[src/rtl/voice_pkg.sv]
// Shared definitions for the polyphonic voice allocator: command layout,
// opcodes, field widths, FSM states and the velocity-to-amplitude mapping.
package voice_pkg;

   localparam logic [1:0] OP_NOP    = 2'b00;
   localparam logic [1:0] OP_ON     = 2'b01;
   localparam logic [1:0] OP_OFF    = 2'b10;
   localparam logic [1:0] OP_ALLOFF = 2'b11;

   localparam int NOTE_W = 7;
   localparam int VEL_W  = 7;
   localparam int AMP_W  = 10;

   // Command word bit-field positions (LSB of each field)
   localparam int CMD_OP_LSB   = 14;
   localparam int CMD_NOTE_LSB = 7;
   localparam int CMD_VEL_LSB  = 0;

   typedef enum logic [1:0] {
      ST_IDLE  = 2'd0,
      ST_SCAN  = 2'd1,
      ST_APPLY = 2'd2
   } state_t;

   // Stretch 7-bit velocity to 10-bit amplitude so 127 maps to full scale
   function automatic logic [AMP_W-1:0] vel_to_amp(input logic [VEL_W-1:0] vel);
      return {vel, vel[VEL_W-1 -: 3]};
   endfunction

endpackage

[src/rtl/voice_slot.sv]
// One voice slot: gate/note/amp/stamp registers, allocation age and the
// one-cycle retrigger pulse that resets the oscillator phase.
module voice_slot
   import voice_pkg::*;
#(
   parameter int STAMP_W = 8
)
(
   input  logic               clk,
   input  logic               rst_n,
   input  logic [STAMP_W-1:0] i_stamp_ctr,
   input  logic               i_set,
   input  logic               i_clr,
   input  logic [NOTE_W-1:0]  i_note,
   input  logic [AMP_W-1:0]   i_amp,
   output logic               o_gate,
   output logic [NOTE_W-1:0]  o_note,
   output logic [AMP_W-1:0]   o_amp,
   output logic [STAMP_W-1:0] o_age,
   output logic               o_retrig
);

   logic               r_gate;
   logic [NOTE_W-1:0]  r_note;
   logic [AMP_W-1:0]   r_amp;
   logic [STAMP_W-1:0] r_stamp;
   logic               r_retrig;

   // Commit a note-on (gate, note, amp, stamp, retrig) or clear the gate
   always_ff @(posedge clk or negedge rst_n) begin
      if (!rst_n) begin
         r_gate   <= 1'b0;
         r_note   <= '0;
         r_amp    <= '0;
         r_stamp  <= '0;
         r_retrig <= 1'b0;
      end else begin
         r_retrig <= i_set;
         if (i_set) begin
            r_gate  <= 1'b1;
            r_note  <= i_note;
            r_amp   <= i_amp;
            r_stamp <= i_stamp_ctr;
         end else if (i_clr) begin
            r_gate  <= 1'b0;
         end
      end
   end

   // Modular age keeps ordering correct across stamp counter wrap
   assign o_age    = i_stamp_ctr - r_stamp;
   assign o_gate   = r_gate;
   assign o_note   = r_note;
   assign o_amp    = r_amp;
   assign o_retrig = r_retrig;

endmodule

[src/rtl/voice_allocator.sv]
// Polyphonic voice scheduler: accepts note commands, scans the slots one per
// cycle to pick a matching, free or oldest voice, then commits in APPLY.
module voice_allocator
   import voice_pkg::*;
#(
   parameter int NUM_VOICES = 4,
   parameter int STAMP_W    = 8
)
(
   input  logic                         clk,
   input  logic                         rst_n,
   input  logic [15:0]                  cmd_data,
   input  logic                         cmd_valid,
   output logic                         cmd_ready,
   output logic [NUM_VOICES-1:0]        voice_gate,
   output logic [NOTE_W*NUM_VOICES-1:0] voice_note,
   output logic [AMP_W*NUM_VOICES-1:0]  voice_amp,
   output logic [NUM_VOICES-1:0]        voice_retrig,
   output logic                         steal
);

   localparam int               IDX_W    = $clog2(NUM_VOICES);
   localparam logic [IDX_W-1:0] LAST_IDX = IDX_W'(NUM_VOICES - 1);

   state_t                r_state, w_state_next;
   logic [IDX_W-1:0]      r_idx;
   logic [NOTE_W-1:0]     r_cmd_note;
   logic [AMP_W-1:0]      r_cmd_amp;
   logic                  r_is_on;
   logic                  r_match_found, r_free_found;
   logic [IDX_W-1:0]      r_match_idx, r_free_idx, r_old_idx;
   logic [STAMP_W-1:0]    r_old_age, r_stamp_ctr;
   logic [NUM_VOICES-1:0] r_match_mask;
   logic                  r_steal;

   logic [1:0]            w_op;
   logic [NOTE_W-1:0]     w_in_note;
   logic [VEL_W-1:0]      w_in_vel;
   logic                  w_accept, w_start, w_alloff, w_apply;
   logic [IDX_W-1:0]      w_sel_idx;
   logic [NUM_VOICES-1:0] w_set, w_clr;
   logic [NOTE_W-1:0]     w_note_arr [NUM_VOICES];
   logic [STAMP_W-1:0]    w_age_arr  [NUM_VOICES];

   assign w_op      = cmd_data[CMD_OP_LSB +: 2];
   assign w_in_note = cmd_data[CMD_NOTE_LSB +: NOTE_W];
   assign w_in_vel  = cmd_data[CMD_VEL_LSB +: VEL_W];
   assign cmd_ready = (r_state == ST_IDLE);
   assign w_accept  = cmd_ready && cmd_valid;
   assign w_apply   = (r_state == ST_APPLY);
   assign steal     = r_steal;

   // Matching voice wins, then lowest free slot, then the oldest voice
   assign w_sel_idx = r_match_found ? r_match_idx :
                      (r_free_found ? r_free_idx : r_old_idx);

   // Decode an accepted command into all-off or scan start
   always_comb begin
      w_start  = 1'b0;
      w_alloff = 1'b0;
      if (w_accept) begin
         case (w_op)
            OP_NOP:    ;
            OP_ALLOFF: w_alloff = 1'b1;
            default:   w_start  = 1'b1;
         endcase
      end
   end

   // FSM state register
   always_ff @(posedge clk or negedge rst_n) begin
      if (!rst_n) r_state <= ST_IDLE;
      else        r_state <= w_state_next;
   end

   // FSM next-state logic
   always_comb begin
      w_state_next = r_state;
      case (r_state)
         ST_IDLE:  if (w_start) w_state_next = ST_SCAN;
         ST_SCAN:  if (r_idx == LAST_IDX) w_state_next = ST_APPLY;
         ST_APPLY: w_state_next = ST_IDLE;
         default:  w_state_next = ST_IDLE;
      endcase
   end

   // Latch command, track best candidates during the scan, bump stamp on commit
   always_ff @(posedge clk or negedge rst_n) begin
      if (!rst_n) begin
         r_idx         <= '0;
         r_cmd_note    <= '0;
         r_cmd_amp     <= '0;
         r_is_on       <= 1'b0;
         r_match_found <= 1'b0;
         r_free_found  <= 1'b0;
         r_match_idx   <= '0;
         r_free_idx    <= '0;
         r_old_idx     <= '0;
         r_old_age     <= '0;
         r_match_mask  <= '0;
         r_stamp_ctr   <= '0;
         r_steal       <= 1'b0;
      end else begin
         r_steal <= 1'b0;
         case (r_state)
            ST_IDLE: begin
               if (w_start) begin
                  r_cmd_note    <= w_in_note;
                  r_cmd_amp     <= vel_to_amp(w_in_vel);
                  // Velocity-0 note-on behaves as note-off
                  r_is_on       <= (w_op == OP_ON) && (w_in_vel != '0);
                  r_idx         <= '0;
                  r_match_found <= 1'b0;
                  r_free_found  <= 1'b0;
                  r_match_mask  <= '0;
               end
            end
            ST_SCAN: begin
               if (voice_gate[r_idx] && (w_note_arr[r_idx] == r_cmd_note)) begin
                  r_match_mask[r_idx] <= 1'b1;
                  if (!r_match_found) begin
                     r_match_found <= 1'b1;
                     r_match_idx   <= r_idx;
                  end
               end
               if (!voice_gate[r_idx] && !r_free_found) begin
                  r_free_found <= 1'b1;
                  r_free_idx   <= r_idx;
               end
               // Strict compare keeps the lowest index on an age tie
               if ((r_idx == '0) || (w_age_arr[r_idx] > r_old_age)) begin
                  r_old_idx <= r_idx;
                  r_old_age <= w_age_arr[r_idx];
               end
               if (r_idx != LAST_IDX) r_idx <= r_idx + 1'b1;
            end
            ST_APPLY: begin
               if (r_is_on) begin
                  r_stamp_ctr <= r_stamp_ctr + 1'b1;
                  r_steal     <= !r_match_found && !r_free_found;
               end
            end
            default: ;
         endcase
      end
   end

   for (genvar gi = 0; gi < NUM_VOICES; gi++) begin : g_slot
      assign w_set[gi] = w_apply && r_is_on && (w_sel_idx == IDX_W'(gi));
      assign w_clr[gi] = w_alloff || (w_apply && !r_is_on && r_match_mask[gi]);
      assign voice_note[gi*NOTE_W +: NOTE_W] = w_note_arr[gi];

      voice_slot #(
         .STAMP_W     (STAMP_W)
      ) u_slot (
         .clk         (clk),
         .rst_n       (rst_n),
         .i_stamp_ctr (r_stamp_ctr),
         .i_set       (w_set[gi]),
         .i_clr       (w_clr[gi]),
         .i_note      (r_cmd_note),
         .i_amp       (r_cmd_amp),
         .o_gate      (voice_gate[gi]),
         .o_note      (w_note_arr[gi]),
         .o_amp       (voice_amp[gi*AMP_W +: AMP_W]),
         .o_age       (w_age_arr[gi]),
         .o_retrig    (voice_retrig[gi])
      );
   end

endmodule

[config.mk]
export PLATFORM = sky130hd
export DESIGN_NAME = voice_allocator
export DESIGN_NICKNAME = d
export VERILOG_FILES = /design/src/rtl/voice_pkg.sv /design/src/rtl/voice_slot.sv /design/src/rtl/voice_allocator.sv
export SDC_FILE = /design/constraint.sdc
export NUM_CORES = 1
export LEC_CHECK = 0
export ABC_AREA = 0
export CAP_MARGIN = 25
export CORE_MARGIN = 2
export CORE_UTILIZATION = 50
export CTS_CLUSTER_SIZE = 30
export DETAILED_ROUTE_END_ITERATION = 16
export MAX_ROUTING_LAYER = met4
export PLACE_DENSITY = 0.7
export SYNTH_ARGS = -nofsm -noshare
export SYNTH_HDL_FRONTEND = slang
export SYNTH_SLANG_ARGS = --single-unit
[constraint.sdc]
create_clock -name clk -period 9.1 [get_ports clk]
set_input_delay 1.82 -clock clk [delete_from_list [all_inputs] [get_ports clk]]
set_output_delay 1.82 -clock clk [all_outputs]
set_load 0.005 [all_outputs]
; ---- After elaboration in Yosys (flattened, before gate mapping)
; Cells that the tools add are included.
[word_totals]
regBits = 159
out_inout_bits = 78
[op_classes]
n_addsub = 6
n_lt_le_gt_ge = 4
eq_ne = 15
muxes = 40
bitwise_logic = 3
n_reduce_logical = 45
[op_table]
columns = op, n
row1 = $sub A8 B8 Y8, 4
row2 = $mux W1, 19
row3 = $bmux W8 S2, 1
row4 = $logic_and A1 B1 Y1, 16
row5 = $mux W8, 2
row6 = $bmux W7 S2, 1
row7 = $mux W7, 2
row8 = $mux W2, 6
row9 = $reduce_and A3 Y1, 4
row10 = $eq A2 B2 Y1 const B, 5
row11 = $ne A2 B2 Y1 const B, 5
row12 = $reduce_and A2 Y1, 5
row13 = $reduce_bool A2 Y1, 5
row14 = $add A8 B1 Y8 const B, 1
row15 = $gt A8 B8 Y1, 1
row16 = $logic_not A2 Y1, 4
row17 = $mux W4, 2
row18 = $pmux W2 S2, 2
row19 = $pmux W4 S2, 1
row20 = $eq A7 B7 Y1, 1
row21 = $reduce_bool A7 Y1, 1
row22 = $eq A2 B1 Y1 const B, 3
row23 = $logic_or A1 B1 Y1, 5
row24 = $logic_not A1 Y1, 4
row25 = other kinds (12), 13

; ---- Depth between registers and ports, before layout
; Gate-level depths: netlist (run 1).
[logic_depth]
ltp_word = 8
mapped_depth = 15

; ---- By module
; A second synthesis (run 1) with hierarchy kept.
[hier_totals]
cells_unflattened = 705
hier_area_um2 = 8031.5
[modules_own_cells]
columns = module, instances, cells_each, area_per_inst_um2
row1 = voice_slot at g_slot[0].u_slot ..., 3, 106, 1298.7
row2 = voice_allocator, 1, 276, 2840.2
row3 = voice_slot at g_slot[3].u_slot, 1, 111, 1295.0

; ---- Worst setup path before layout (run 1)
; No wires, ideal clock.
[synth_path]
path_type = register -> register
from = register r_stamp_ctr[0]
to = register r_old_age[1]
setup_ns = 0.125
arrival_time_ns = 3.557
setup_slack_ns = 5.418
stages_incl_launch_ff = 15
synth_period_minus_slack_ns = 3.682
cell_sequence = dfrtp_1 -> inv_1 -> ha_1 -> inv_1 -> fa_1 -> a21o_1 -> a221oi_1 -> xnor2_1 -> o311ai_0 -> a211oi_1 -> ha_1 -> nand4_1 -> a21oi_1 -> o41ai_4 -> mux2_2
[synth_via]
elab_chain_cells = 7
elab_cells_between_ends = 10
classes_between = 4 x add/sub / 1 x order compare / 3 x mux / 2 x reduce/logical
[synth_lines]
columns = item, line
row1 = start: declaration, voice_allocator.sv:32  ; logic [STAMP_W-1:0] r_old_age, r_stamp_ctr;
row2 = start signal: assignment, voice_allocator.sv:139  ; r_stamp_ctr <= r_stamp_ctr + 1'b1;
row3 = $sub A8 B8 Y8, voice_slot.sv:51  ; assign o_age = i_stamp_ctr - r_stamp;
row4 = $bmux W8 S2 (*), "voice_allocator.sv:131, voice_allocator.sv:133"
row5 = $mux W8 (not written as such) (*) (2 in series), "voice_allocator.sv:131, voice_allocator.sv:133"
row6 = $gt A8 B8 Y1, voice_allocator.sv:131  ; if ((r_idx == '0) || (w_age_arr[r_idx] > r_old_age)) begin
row7 = $logic_or A1 B1 Y1, voice_allocator.sv:131
row8 = $reduce_and A2 Y1 (no source line), --
row9 = end signal: assignment, voice_allocator.sv:133  ; r_old_age <= w_age_arr[r_idx];
row10 = end: declaration, voice_allocator.sv:32
; Every way passes the cells marked *; elsewhere a longest branch is shown, timed or not. The select of a mux whose other input is x is not followed.
; A chain may end at the register's enable or synchronous reset.

; ---- Worst setup path in the final report (run 1)
; Ends and elaborated chain as after synthesis.

==> results of run 1 <==
worst min path at each step:
| stage | endpoint | slack, ns | cells after the start |
|---|---|---|---|
| 6_report | r_match_mask[0] | 0.50 | 2 |
| 5_1_grt | r_match_mask[0] | 0.52 | 2 |
| 4_1_cts | r_match_mask[0] | 0.50 | 2 |
| 3_5_place_dp | r_match_mask[0] | 0.49 | 2 |
| 3_3_place_gp | r_match_idx[1] | 0.48 | 1 |
| 2_1_floorplan | r_match_mask[0] | 0.46 | 2 |
power groups by stage:
stage / logic [µW] / clock network [µW] / registers, µW
2_1_floorplan: 531 / 0 / 879
3_3_place_gp: 796 / 0 / 898
3_5_place_dp: 821 / 0 / 908
4_1_cts: 827 / 689 / 900
5_1_grt: 900 / 716 / 921
6_report: 820 / 678 / 900
per-layer routing:
layer,share of wire,track usage,up-vias
li1,-,-,2428
met1,0.45,0.318,2545
met2,0.49,0.385,138
met3,0.058,0.0515,18
met4,0.011,0.0608,0
met5,0,-,-
layout make-up:
class	count	area share
clock buffers	19	0.0496
multi-input cells	428	0.387
inverters	43	0.0177
repair buffers	105	0.113
clock inverters	13	0.0138
flip-flops and latches	144	0.394
well taps	184	0.0252
through the flow:
stage	hold slack, ns	power (µW)	instances	util
after floorplan	0.462	1410	658	-
after global placement	0.482	1690	903	0.584
after detailed placement	0.486	1730	904	0.585
after CTS	0.500	2420	936	0.624
after global routing	0.516	2540	936	0.624
final	0.496	2400	936	0.624
state kept, by name, indices dropped and copies added, names as in the netlist:
signal                  count
r_is_on                     1
r_cmd_amp                   7
r_idx                       2
r_match_mask                4
g_slot.u_slot.o_amp        28
r_match_found               1
g_slot.u_slot.o_retrig      4
g_slot.u_slot.o_note       28
r_old_idx                   2
r_free_found                1
r_old_age                   8
r_match_idx                 2
r_cmd_note                  7
r_state                     2
r_stamp_ctr                 8
r_free_idx                  2
steal                       1
g_slot.u_slot.o_gate        4
g_slot.u_slot.r_stamp      32
cell usage in the layout, fill, tap and decap left out, types with 5 or more instances in the layout:
| master | synthesis | final |
|---|---|---|
| nor2_1 | 17 | 13 |
| clkdlybuf4s50_1 | 0 | 95 |
| mux4_1 | 6 | 6 |
| a31o_2 | 5 | 5 |
| o21ai_0 | 39 | 39 |
| a21o_1 | 10 | 10 |
| xnor2_1 | 22 | 22 |
| mux4_2 | 8 | 8 |
| clkbuf_16 | 0 | 17 |
| ha_1 | 43 | 43 |
| nand3_1 | 10 | 10 |
| xor2_1 | 13 | 13 |
| nand2_1 | 89 | 89 |
| buf_4 | 20 | 9 |
| dfrtp_1 | 144 | 144 |
| mux2_2 | 76 | 76 |
| inv_6 | 0 | 5 |
| inv_1 | 41 | 41 |
| a21oi_1 | 28 | 28 |
worst max-delay path: stages (launching register included):
cell and delay (ns):
dfrtp_1 0.45, inv_1 0.19, ha_1 0.20, inv_1 0.05, fa_1 0.39, a21o_1 0.19
a221oi_1 0.33, xnor2_1 0.19, o311ai_0 0.14, a211oi_1 0.40, ha_1 0.33, nand4_1 0.13
a21oi_1 0.08, o41ai_4 0.69, mux2_2 0.41
kinds of logic (layout without fill, tap and decap cells):
| family | Yosys count | count (layout) | share of synthesized area |
|---|---|---|---|
| XOR/XNOR | 37 | 37 | 0.0450 |
| buffers and inverters | 86 | 180 | 0.0538 |
| AND/OR/NAND/NOR | 147 | 147 | 0.0907 |
| AO/OA/AOI/OAI | 101 | 101 | 0.0834 |
| flip-flops | 144 | 144 | 0.478 |
| multiplexers | 96 | 96 | 0.167 |
| adder cells (fa/ha/maj) | 47 | 47 | 0.0820 |
==> flow_summary.ini, run 1 <==
[sta]
skew_ns = 0.0106
tns_ns = 0
setup_viol = 0
hold_viol = 0
max-slew-margin-rel = 0.401
max_freq_mhz = 232
timing.final.crit_share = 0.473
drv_slew = 0
fin_crit_ns = 4.30
tightest_slew_ns = 0.899
fin_ws_ns = 4.80
rsz0062_at_grt = no

[route]
wl_per_cell_um = 18.9
drt-total-wl_um = 17700
firstDrtPassIters = 4
vias_per_cell = 5.48
num_vias = 5129
drt-initial-drc-count = 323
drc = 0
final_antenna_net_count = 0

[logic_synthesis]
async_flop_share = 1.00
ys_seq_area_frac = 0.478
synthTopCellsByArea = dfrtp_1 48%, mux2_2 11%, ha_1 7.1%
synth.cell_area_um2 = 7530
yosys_warnings = 0
synth_ff_type = dfrtp_1
ys_types = 55
yosysMostFrequentCell = dfrtp_1
synth_top_area_cell = dfrtp_1
syn_inst = 658
ys_top_cells_by_count = 144 x dfrtp_1, 89 x nand2_1, 76 x mux2_2, 43 x ha_1, 41 x inv_1
yosys.area.top_type_share = 0.478
synth-edff-count = 0
syn_area_per_cell_um2 = 11.4
syn_nets = 724
synth_seq_cells = 144

[floorplanning]
core_um2 = 14600
die_w_um = 127
die_area_um2 = 16100
std_cell_rows = 44
start_util = 0.514
io_pins = 97
die_h_um = 127

[worst_setup_path]
crit_type = reg2reg
regToRegSetupSlack_ns = 4.80
cp-startpoint = r_stamp_ctr[0]
rr_startpoint = r_stamp_ctr[0]
rr_endpoint = r_old_age[1]
endpoint = r_old_age[1]
reg2reg_depth = 14
worst_setup_path_end_kind = flop
path_max_fanout = 10
worst_ep_required_time_ns = 9.40
arrival_ns = 4.60
start_kind = flop

[finish]
design_area_um2 = 9140
register_area_um2 = 3600
n_antenna_cell = 0
area_delta_synth_final_pct = 21.3
drive_gt1_frac = 0.189
multi_input_area_um2 = 3530
fillers = 1167
final_nets = 805

[place]
place_ws_ns = 4.87
placed_cell_area_um2 = 8560
dp_hpwl_um = 12200
gp_congestion = 0.927
port-buffer-count = 96

[clock_network]
cts_hold_buffers = 0
clkSlewWorstSetupHoldPaths_ns = 0.06
cts_buffers = 17
tritoncts = done
post-cts-setup-buffers = 0
cts_resized = 0
cts_root_buf = clkbuf_16
clock_latency_ns = 0.42
cts_sinks = 144
htreeDepth = 4
ctsLongestPathBuffers = 2

[power]
power.leakage_uw = 0.00426
switching_share = 0.332
seqPwrFrac = 0.375
powerDensity_nw_per_um2 = 262
ir_worst_vdd_mv = 0.167
p_clk_frac = 0.283
pwr-share-comb = 0.342
p_int_uw = 1600
p_switching_uw = 795

[global_route]
grt_pass1_vias = 5534
antenna_found_initial = 0
grt_overflow = 0
grt_max_degree = 76
gr-usage-all-layers = 0.241
grt_pass1_wl_um = 29300

[hold_path]
hold_path.class = reg2reg
hold_path_startpoint = r_match_mask[0]

[run]
cap_violations = 0

[status]
status = finished clean
No activity file was read; power rests on OpenSTA's default activity.
==> run 2: changes to the inputs <==
--- a/config.mk
+++ b/config.mk
@@ -12,7 +12,7 @@
 export CTS_CLUSTER_SIZE = 30
 export DETAILED_ROUTE_END_ITERATION = 16
 export MAX_ROUTING_LAYER = met4
-export PLACE_DENSITY = 0.7
+export PLACE_DENSITY = 0.73
 export SYNTH_ARGS = -nofsm -noshare
 export SYNTH_HDL_FRONTEND = slang
 export SYNTH_SLANG_ARGS = --single-unit
==> constraint.sdc (replaced) <==
create_clock -name clk -period 3.7 [get_ports clk]
set_input_delay 0.74 -clock clk [delete_from_list [all_inputs] [get_ports clk]]
set_output_delay 0.74 -clock clk [all_outputs]
set_load 0.005 [all_outputs]
==> run 2 against run 1 <==
Global-route usage barely moved. Combinational power rose to 2.8 times the previous value. Sequential power rose by 150%. Worst setup slack got worse by 4.8 ns. Via count rose by 3.6%. Largest cell class is now multi-input gates. Clock skew fell by 0.0024 ns. First-iteration DRC count fell by 25%. Largest power group is now combinational cells. Core utilization rose by 3.0 points. Die area did not move. Critical endpoint is now r_old_age[7]. Clock power rose to 2.7 times the previous value.
==> flow_summary.ini, run 2 (synthesis results as in run 1) <==
[status]
status = finished clean

[route]
firstDrtPassIters = 7
top_layer = met4
wl_met1_um = 7810
met2WireLength_um = 8830
vias_per_cell = 5.53
final_antenna_net_count = 0
num_vias = 5314
drt-total-wl_um = 17900
wl_per_cell_um = 18.7
drc = 0
drt-initial-drc-count = 242
routed-wl-met3_um = 1010

[clock_network]
clkSlewWorstSetupHoldPaths_ns = 0.06
cts_hold_buffers = 0
cts_sinks = 144
cts_root_buf = clkbuf_16
cts_buffers = 17
htreeDepth = 4
tritoncts = done
clock_latency_ns = 0.42
ctsLongestPathBuffers = 2

[worst_setup_path]
crit_cells = 16
path_max_fanout = 7
cp_num_buf_inv = 4
start_kind = flop
crit_type = reg2reg
cp_cell_sequence = inv_2 > buf_6 > ha_4 > inv_2 > fa_2 > a21oi_4 > o2bb2ai_2 > or4b_4 > o311ai_4 > a211oi_2 > ha_1 > a21oi_2 > nor2b_2 > o41ai_4 > buf_6 > mux2_4
critPathMaxStageDelay_ns = 0.54
worst_setup_path_end_kind = flop
critical-path-top-delay-family = compound AO/OA/AOI/OAI gates
arrival_ns = 4.00
reg2reg_depth = 16
critPathSlowestCell = or4b_4
worst_ep_required_time_ns = 4.01

[finish]
drive_gt1_frac = 0.251
finalNonFillerCells = 961
fillers = 1094
n_antenna_cell = 0
final_nets = 830
utilization = 0.654
area_delta_synth_final_pct = 27.2
largest_reg_flops = 32
final_common_cell = dfrtp_1
max_flop_register = g_slot.u_slot.r_stamp
layout.cells.most_common_list = 142 x dfrtp_1, 95 x clkdlybuf4s50_1, 89 x nand2_1

[global_route]
grt_pass1_wl_um = 29100
antenna_found_initial = 0
grt_pass1_vias = 5579
gr-usage-all-layers = 0.241
grt_overflow = 0
grt_max_degree = 78

[place]
place_ws_ns = -0.0986
gp_congestion = 0.864
port-buffer-count = 96
dp_hpwl_um = 12400
dp_cells = 925

[sta]
max-slew-margin-rel = 0.519
rsz0062_at_grt = yes
timing.final.crit_share = 0.998
tightest_slew_ns = 0.722
drv_slew = 0
hold_viol = 0
fin_crit_ns = 3.69
fin_ws_ns = 0.00879
max_freq_mhz = 271
setup_viol = 0
skew_ns = 0.00826

[power]
ir_worst_vdd_mv = 0.389
powerDensity_nw_per_um2 = 667
seqPwrFrac = 0.349
power.leakage_uw = 0.00447
pwr-share-comb = 0.363
p_switching_uw = 2050
p_int_uw = 4330
p_clk_frac = 0.288
switching_share = 0.322
finalPower_uw = 6390

[floorplanning]
start_util = 0.514
die_area_um2 = 16100
std_cell_rows = 44
core_um2 = 14600
io_pins = 97
die_h_um = 127
die_w_um = 127

[run]
cap_violations = 0

[hold_path]
hold_path.class = in2async
## run 2: final cells by class
class | instances | area, µm² | share of cell area
multi-input combinational | 428 | 3720 | 0.388
timing repair buffer | 130 | 1220 | 0.128
clock buffer | 19 | 453 | 0.0473
clock inverter | 13 | 184 | 0.0192
inverter | 43 | 161 | 0.0168
sequential | 144 | 3610 | 0.376
tap | 184 | 230 | 0.0240
## run 2: worst paths after layout
check                               startpoint                         end  slack [ns]
worst max-delay path            r_stamp_ctr[0]                r_old_age[7]       0.009
worst min-delay path                     rst_n   g_slot[2].u_slot.o_amp[6]        0.34
worst max register to register  r_stamp_ctr[0]                r_old_age[7]       0.009
worst min register to register         r_is_on                     r_is_on        0.50
max in group asynchronous                rst_n  g_slot[0].u_slot.o_note[6]        2.48
min in group clk                       r_is_on                     r_is_on        0.50
## run 2: stage by stage
| stage | hold slack (ns) | area [µm²] | setup TNS, ns |
|---|---|---|---|
| finish | 0.336 | 9580 | 0 |
| global route | 0.397 | 9580 | -1.03 |
| CTS | 0.363 | 9380 | 0 |
| detailed placement | 0.486 | 8720 | -0.688 |
| global placement | 0.482 | 8720 | -0.0678 |
| floorplan | 0.444 | 7530 | 0 |
## run 2: worst reg2reg max path: stages (launching register included)
cell	delay (ns)
dfrtp_1	0.38
inv_2	0.08
buf_6	0.12
ha_4	0.13
inv_2	0.04
fa_2	0.41
a21oi_4	0.19
o2bb2ai_2	0.09
or4b_4	0.54
o311ai_4	0.10
a211oi_2	0.11
ha_1	0.35
a21oi_2	0.16
nor2b_2	0.06
o41ai_4	0.32
buf_6	0.21
mux2_4	0.30
## run 2: repair_timing
| item | 4_1_cts | 5_1_grt |
|---|---|---|
| buffers inserted | 0 | 4 |
| endpoints found under the setup margin | 9 | 10 |
| gates resized for setup | 6 | 40 |
| pin swaps | 1 | 13 |
## run 2: power groups by stage
stage               combinational, µW  sequential (µW)  clock (µW)
floorplan                        1310             2160           0
global placement                 2050             2220           0
detailed placement               2120             2240           0
CTS                              2150             2220        1860
global route                     2510             2270        1940
finish                           2320             2230        1840
## run 2: layer usage
layer | GRT usage | vias up
met5 | - | -
met4 | 0.0724 | 0
met3 | 0.0561 | 22
met2 | 0.386 | 141
met1 | 0.310 | 2665
li1 | - | 2486
